## config.mk

```make
export PLATFORM = sky130hd
export DESIGN_NAME = debug_status_formatter
export DESIGN_NICKNAME = d
export VERILOG_FILES = /design/src/rtl/debug_fmt_pkg.sv /design/src/rtl/debug_period_timer.sv /design/src/rtl/debug_status_formatter.sv
export SDC_FILE = /design/constraint.sdc
export NUM_CORES = 1
export LEC_CHECK = 0
export ABC_AREA = 1
export CORE_MARGIN = 2
export CORE_UTILIZATION = 55
export DETAILED_ROUTE_END_ITERATION = 12
export PLACE_DENSITY = 0.81
export SLEW_MARGIN = 20
export SYNTH_ARGS = -nofsm -noshare
export SYNTH_HDL_FRONTEND = slang
export SYNTH_SLANG_ARGS = --single-unit
```

## constraint.sdc

```tcl
create_clock -name clk -period 2.26 [get_ports clk]
set_clock_uncertainty 0.05 [all_clocks]
set_input_delay 0.678 -clock clk [delete_from_list [all_inputs] [get_ports clk]]
set_output_delay 0.678 -clock clk [all_outputs]
set_load 0.03 [all_outputs]
```

## src/rtl/debug_fmt_pkg.sv

```systemverilog
// Shared types, line layout constants and the nibble-to-ASCII helper for the
// debug status line formatter.
package debug_fmt_pkg;

    typedef enum logic [1:0] {
        IDLE = 2'd0,
        SNAP = 2'd1,
        EMIT = 2'd2,
        DONE = 2'd3
    } state_t;

    localparam int MSG_LEN       = 21;
    localparam int MSG_LEN_CKSUM = 25;

    // Byte positions of the variable fields within "STAT: C F:HHHH E:EE".
    localparam logic [4:0] IDX_C  = 5'd6;
    localparam logic [4:0] IDX_H3 = 5'd10;
    localparam logic [4:0] IDX_E1 = 5'd17;

    function automatic logic [7:0] hex_to_ascii(input logic [3:0] nibble);
        return (nibble < 4'd10) ? (8'h30 + {4'h0, nibble}) : (8'h37 + {4'h0, nibble});
    endfunction

endpackage

```

## src/rtl/debug_period_timer.sv

```systemverilog
// Free-running down-counter that pulses tick for one cycle every PERIOD_CYCLES.
module debug_period_timer #(
    parameter int unsigned PERIOD_CYCLES = 50000000
) (
    input  logic clk,
    input  logic reset,
    output logic tick
);

    localparam logic [31:0] RELOAD = 32'(PERIOD_CYCLES - 1);

    logic [31:0] count;

    // NOTE: sequential state is assigned with <= so every flop samples the pre-edge values.
    always_ff @(posedge clk) begin
        if (reset) begin
            count <= RELOAD;
        end else if (count == 32'd0) begin
            count <= RELOAD;
        end else begin
            count <= count - 32'd1;
        end
    end

    assign tick = (count == 32'd0);

endmodule

```

## src/rtl/debug_status_formatter.sv

```systemverilog
// Snapshots status inputs on a periodic tick or force_send and streams a fixed ASCII
// status line over a valid/ready byte interface. Define DEBUG_FMT_CHECKSUM_EN to append " *HH".
module debug_status_formatter
    import debug_fmt_pkg::*;
#(
    parameter int unsigned PERIOD_CYCLES = 50000000
) (
    input  logic        clk,
    input  logic        reset,
    input  logic        config_finished,
    input  logic [15:0] frame_count,
    input  logic [7:0]  error_flags,
    input  logic        force_send,
    output logic [7:0]  byte_data,
    output logic        byte_valid,
    input  logic        byte_ready,
    output logic        msg_busy,
    output logic [15:0] msg_count
);

`ifdef DEBUG_FMT_CHECKSUM_EN
    localparam int LINE_LEN = MSG_LEN_CKSUM;
`else
    localparam int LINE_LEN = MSG_LEN;
`endif
    localparam logic [4:0] LAST_IDX = 5'(LINE_LEN - 1);

    state_t      state;
    logic        pending;
    logic [4:0]  idx;
    logic        snap_cfg;
    logic [15:0] snap_frame;
    logic [7:0]  snap_err;
    logic [7:0]  char_sel;
    logic        tick;
    logic        trigger;
    logic        accept;
`ifdef DEBUG_FMT_CHECKSUM_EN
    logic [7:0]  cksum;
`endif

    debug_period_timer #(
        .PERIOD_CYCLES(PERIOD_CYCLES)
    ) u_timer (
        .clk   (clk),
        .reset (reset),
        .tick  (tick)
    );

    // A tick coinciding with force_send is one trigger.
    assign trigger = tick | force_send;
    assign accept  = (state == EMIT) & byte_ready;

    always_ff @(posedge clk) begin
        if (reset) begin
            state     <= IDLE;
            pending   <= 1'b0;
            idx       <= 5'd0;
            msg_count <= 16'd0;
        end else begin
            case (state)
                IDLE: begin
                    if (trigger) state <= SNAP;
                end
                SNAP: begin
                    idx     <= 5'd0;
                    pending <= pending | trigger;
                    state   <= EMIT;
                end
                EMIT: begin
                    pending <= pending | trigger;
                    if (byte_ready) begin
                        if (idx == LAST_IDX) state <= DONE;
                        else                 idx   <= idx + 5'd1;
                    end
                end
                DONE: begin
                    msg_count <= msg_count + 16'd1;
                    // A trigger landing in DONE folds into the pending request.
                    if (pending || trigger) begin
                        pending <= 1'b0;
                        state   <= SNAP;
                    end else begin
                        state <= IDLE;
                    end
                end
                default: state <= IDLE;
            endcase
        end
    end

    // NOTE: snapshot and checksum are pure datapath, always loaded before use, so they carry no reset.
    always_ff @(posedge clk) begin
        if (state == SNAP) begin
            snap_cfg   <= config_finished;
            snap_frame <= frame_count;
            snap_err   <= error_flags;
        end
    end

`ifdef DEBUG_FMT_CHECKSUM_EN
    always_ff @(posedge clk) begin
        if (state == SNAP) begin
            cksum <= 8'h00;
        end else if (accept && (idx <= IDX_E1 + 5'd1)) begin
            cksum <= cksum ^ char_sel;
        end
    end
`endif

    // NOTE: char_sel gets a default before the case so no latch is inferred.
    always_comb begin
        char_sel = 8'h20;
        case (idx)
            5'd0:           char_sel = "S";
            5'd1:           char_sel = "T";
            5'd2:           char_sel = "A";
            5'd3:           char_sel = "T";
            5'd4:           char_sel = ":";
            IDX_C:          char_sel = snap_cfg ? "R" : "N";
            5'd8:           char_sel = "F";
            5'd9:           char_sel = ":";
            IDX_H3:         char_sel = hex_to_ascii(snap_frame[15:12]);
            IDX_H3 + 5'd1:  char_sel = hex_to_ascii(snap_frame[11:8]);
            IDX_H3 + 5'd2:  char_sel = hex_to_ascii(snap_frame[7:4]);
            IDX_H3 + 5'd3:  char_sel = hex_to_ascii(snap_frame[3:0]);
            5'd15:          char_sel = "E";
            5'd16:          char_sel = ":";
            IDX_E1:         char_sel = hex_to_ascii(snap_err[7:4]);
            IDX_E1 + 5'd1:  char_sel = hex_to_ascii(snap_err[3:0]);
`ifdef DEBUG_FMT_CHECKSUM_EN
            5'd20:          char_sel = "*";
            5'd21:          char_sel = hex_to_ascii(cksum[7:4]);
            5'd22:          char_sel = hex_to_ascii(cksum[3:0]);
            5'd23:          char_sel = 8'h0D;
            5'd24:          char_sel = 8'h0A;
`else
            5'd19:          char_sel = 8'h0D;
            5'd20:          char_sel = 8'h0A;
`endif
            default:        char_sel = 8'h20;
        endcase
    end

    assign byte_valid = (state == EMIT);
    assign byte_data  = byte_valid ? char_sel : 8'h00;
    assign msg_busy   = (state == SNAP) || (state == EMIT);

endmodule

```

-- Word level (Yosys, flattened, before mapping)
Cells that the tools add are included.
- flip-flop bits (word level): 81
- output and inout port bits: 26
- word-level logic and storage cells: 89
- add/subtract/negate cells: 15
- multiplexer cells: 19
- equality and inequality tests: 25
- reduce and logical (&&, ||, !) cells: 14
- order comparisons: 6
- bitwise gates (word level): 2
- operator list (operator ; number):
    $pmux W7 S15 ; 1
    $add A6 B4 Y7 const A ; 12
    $mux W7 ; 6
    $eq A5 B4 Y1 const B ; 7
    $logic_not A32 Y1 ; 1
    $sub A32 B1 Y32 const B ; 1
    $eq A5 B5 Y1 const B ; 5
    $lt A4 B4 Y1 const B ; 6
    $add A16 B1 Y16 const B ; 1
    $mux W5 ; 3
    $eq A5 B2 Y1 const B ; 2
    $eq A5 B3 Y1 const B ; 2
    $pmux W5 S2 ; 1
    $mux W8 ; 1
    $pmux W2 S4 ; 1
    $mux W2 ; 3
    $ne A2 B2 Y1 const B ; 3
    $reduce_and A3 Y1 ; 2
    $reduce_or A2 Y1 ; 3
    $add A5 B1 Y5 const B ; 1
    $eq A5 B1 Y1 const B ; 1
    $logic_not A5 Y1 ; 1
    $eq A2 B2 Y1 const B ; 2
    $ne A2 B1 Y1 const B ; 2
    other kinds (9) ; 13

-- Logic depth before layout (Yosys ltp)
Gate-level depths: netlist of run 1.
- depth after elaboration: 5
- depth in mapped cells: 13
- gate-level depth less buffers: 13

-- Modules after synthesis
From an unflattened synthesis of run 1, not the netlist that was laid out.
- cells, all modules: 747
- area, all modules: 5033.6 um^2
- by module, submodules not included (module ; sequential area each (um^2) ; instances ; area an instance (um^2) ; cells each):
    debug_status_formatter ; 1231.2 ; 1 ; 3221.8 ; 468
    debug_period_timer ; 640.6 ; 1 ; 1811.7 ; 279

-- Worst setup path after synthesis of run 1
OpenSTA, ideal clock, no wires.
- path type: flip-flop to output port
- start: reg idx[1]
- end: out byte_data[0]
- buffers on the path: 0
- data arrival time: 1.758 ns
- stages on the path, launching flop included: 10
- setup slack: -0.226 ns
- cells stage by stage: dfxtp_1 -> ha_1 -> inv_1 -> nor2_1 -> ha_1 -> inv_1 -> nand2_1 -> nor2_1 -> and3_1 -> a31oi_1
- word-level cells in the longest chain between the ends: 4
- elaborated cells on any way between the ends: 22
- RTL lines (item ; line ; text):
    start, declared ; debug_status_formatter.sv:30 ; logic [4:0] idx;
    start signal, assigned ; debug_status_formatter.sv:74 ; else idx <= idx + 5'd1;
    $eq A5 B5 Y1 (tied with other cells) ; debug_status_formatter.sv:114 ; case (idx)
    $reduce_or A3 Y1 (no line) / $reduce_or A2 Y1 (equally long branches) ; -- ;
    $pmux W7 S15 * ; debug_status_formatter.sv:114 ;
    $mux W8 * ; debug_status_formatter.sv:146 ; assign byte_data = byte_valid ? char_sel : 8'h00;
    end, declared ; debug_status_formatter.sv:14 ; output logic [7:0] byte_data,
Mark *: on every way between the ends. The rest lies on a longest branch, timed or not.

-- Worst setup path after layout of run 1
- start: reg idx[1]
- end: out byte_data[1]
The elaborated chain is that of the path after synthesis.

==> metrics.cfg, run 1 <==
[sta]
finalWorstSetupSlack_ps = -615.9
fmax_mhz = 347.7
slew_violations = 0
hold_viol_final = 0
setup_viol = 7
rsz0062_at_grt = true
fin_crit_ps = 2876
finalCritPeriodShare_pct = 127.3
whs_ps = 423.0

[clock_network]
clock-sinks = 81
hold_buffers = 0
htree_levels = 3
clk_pin_slew_ps = 90
clk-insertion-delay-late_ps = 370
clockRootBuffer = clkbuf_8
numCtsBuffers = 9
cts_tree = done
cts_buffer_depth = 2

[synthesis]
async_flop_share_pct = 0
yosysWarnings = 0
synth_seq_cells = 81
syn_inst = 633
synth_ff_type = dfxtp_1
synth-edff-count = 25
ys_types = 46
yosysSeqAreaShare_pct = 40.02
synth_area_per_cell_um2 = 7.389
syn_area_mm2 = 0.004677
syn-num-nets = 681

[run_status]
violations = setup timing
outcome = complete, but fails checks

[detailed_routing]
viasPerCell = 5.667
drc = 0
drtIter0Drc = 426
first_pass_iters = 7
vias = 5032
wl_per_cell_um = 16.37
routed_wl_um = 14540
ant_nets = 0

[placement]
place_inst = 859
place_congestion = 0.9205
pre_cts_slack_ps = -659.7
numPortBuffers = 53
dp_hpwl_um = 9181

[pwr]
switchingPower_w = 0.001723
cellInternalPower_w = 0.002937
ir_worst_vdd_uv = 347.4
powerDensity_mw_per_mm2 = 706.5
swShare_pct = 36.98
p_seq_share_pct = 38.8
power_frac_comb_pct = 37.6
p_clk_share_pct = 23.5
p_leak_nw = 2.963

[global_routing]
grt_max_degree = 26
grt_pass1_vias = 4755
grt_overflow_total = 0
grt_pass1_wl_um = 21400
antenna_found_initial = 0
grt_usage_pct = 29.78

[setup_path]
crit_fanout = 4
start_kind = flip-flop
cp_data_arrival_time_ps = 2150
crit_type = flip-flop to output pin
worstPathRequired_ps = 1530
cpPeakStageDelay_ps = 420
crit_chain = ha_4 -> inv_6 -> nor3_4 -> buf_6 -> o211ai_1 -> o21ai_2 -> nor3_4 -> a21oi_2 -> buf_6
crit_slowest_cell = dfxtp_4
worst_setup_path_end_kind = output pin

[min_path]
hold_class = flip-flop to flip-flop

[die]
die-height_um = 96.22
row_count = 33
start_util_pct = 56.92
die_x_um = 96.22
dieArea_mm2 = 0.009257
ios = 55
core_mm2 = 0.008217

[final_layout]
nNetsFinal = 826
num_antenna_cells = 0
fill_cells = 493
drive_above_1_share_pct = 29.63
fin_cells = 888
area_delta_synth_final_pct = 41.04

[run]
drv_cap = 0

## power groups by stage
stage | Sequential, W | Clock, W | Combinational, W
after global placement | 0.00181 | 0 | 0.00142
after floorplan | 0.00182 | 0 | 0.000801
after CTS | 0.00179 | 0.00110 | 0.00157
after global routing | 0.00182 | 0.00115 | 0.00187
final | 0.00181 | 0.00110 | 0.00175
after detailed placement | 0.00182 | 0 | 0.00149
## final cells by class
class                      count  area [µm²]  area share (%)
timing repair buffer         139        1226           18.59
inverter                     118       460.4           6.980
clock buffer                  10       127.6           1.935
tap                          105       131.4           1.992
sequential                    81        1882           28.53
clock inverter                 6       66.31           1.005
multi-input combinational    429        2703           40.97
## path summary, 6_finish.rpt
check,start,endpoint,slack [ps],depth (start not counted)
setup reg to reg,idx[0]$_SDFFE_PP0P_,idx[0]$_SDFFE_PP0P_,70,11
setup / recovery,idx[1]$_SDFFE_PP0P_,byte_data[1],-620,9
hold / removal,u_timer.count[0]$_SDFF_PP1_,u_timer.count[0]$_SDFF_PP1_,420,1
hold reg to reg,u_timer.count[0]$_SDFF_PP1_,u_timer.count[0]$_SDFF_PP1_,420,1
## Yosys cell counts (5+ instances only)
cell        n  area share (%)
o21ai_1     5            0.53
o21ai_0    33             3.5
nor2_1     69             5.5
inv_1     105             8.4
nand2_1   111             8.9
nor2_2     17             2.3
nor3_1     23             2.5
nand3_1    35             3.7
xor2_1      8             1.5
ha_1       19             5.1
edfxtp_1   25              16
nor2_4      6             1.4
a21oi_1    43             4.6
nand4_1    12             1.6
o211ai_1    5            0.80
inv_2      10            0.80
dfxtp_1    56              24
nand2_2     7            0.94
## through the flow
| stage | cell area, µm² | power, W | setup TNS [ps] | util, % |
|---|---|---|---|---|
| final | 6596 | 0.004660 | -3895 | 80.28 |
| after global routing | 6596 | 0.004840 | -4225 | 80.28 |
| after CTS | 6305 | 0.004459 | -3514 | 76.73 |
| after detailed placement | 5884 | 0.003305 | -2931 | 71.62 |
| after global placement | 5884 | 0.003234 | -2238 | 71.62 |
| after floorplan | 4718 | 0.002617 | -89.01 | - |
## cell families (layout without fill, tap and decap cells)
logic type      after synthesis  after routing  synth area share [%]
fa+ha+maj                    19             19                 5.083
flops                        81             81                 40.02
simple gates                300            300                 31.25
xor+xnor                      8              8                 1.498
compound gates              101            101                 11.88
buf+inv                     123            273                 10.19
other cells                   1              1               0.08018
## layout by cell type, fill, tap and decap left out, types with 6 or more instances in the layout
cell type	synthesis	routed
nor3_1	23	18
nand4_1	12	12
dfxtp_1	56	52
clkdlybuf4s50_1	0	41
nor3_2	3	6
inv_1	105	96
o21ai_0	33	26
o21ai_2	1	6
a21oi_2	2	6
buf_6	0	18
inv_2	10	15
nand2_1	111	103
nand2_2	7	12
xor2_1	8	8
clkbuf_8	0	9
a21oi_1	43	37
nand3_1	35	31
buf_4	3	76
nor2_4	6	13
edfxtp_1	25	25
nor2_2	17	24
ha_1	19	14
o21ai_1	5	7
nor2_1	69	55
## critical path: cells and delay by family, from the launching register on
family / cells / cell delay (ps)
AOI/OAI and AO/OA: 3 / 430
adders and majority gates: 1 / 210
buffers and inverters: 3 / 370
and+or+nand+nor: 2 / 330
DFF: 1 / 420
## what timing repair did
action / 4_1_cts / 5_1_grt
gates resized for setup: 70 / 71
buffers inserted: 6 / 8
gates cloned: 0 / 0
setup endpoints to repair: 8 / 11
pin swaps: 16 / 33
endpoints found under the hold margin: 0 / 0
## state kept, by name, summed over array words and instances (netlist names)
signal         cells
idx                5
msg_count         16
pending            1
snap_cfg           1
snap_err           8
snap_frame        16
state              2
u_timer.count     32
## routing by layer
layer / part of all wire (%) / global-route usage (%)
met5: 0 / 0
met4: 3.9 / 13.45
met3: 6.7 / 4.777
met2: 52 / 55.15
met1: 38 / 33.12
Note: power is estimated with default switching activity, not from simulation.
==> run 2, diff against run 1 <==
- ABC_CLOCK_PERIOD_IN_PS: not set -> 2260
==> results of run 2 <==
Final layout, timing and power as in run 1 (identical DEF).
==> run 3, diff against run 2 <==
- CTS_CLUSTER_DIAMETER: not set -> 80
==> results of run 3 <==
Final layout, timing and power as in run 1 (identical DEF).
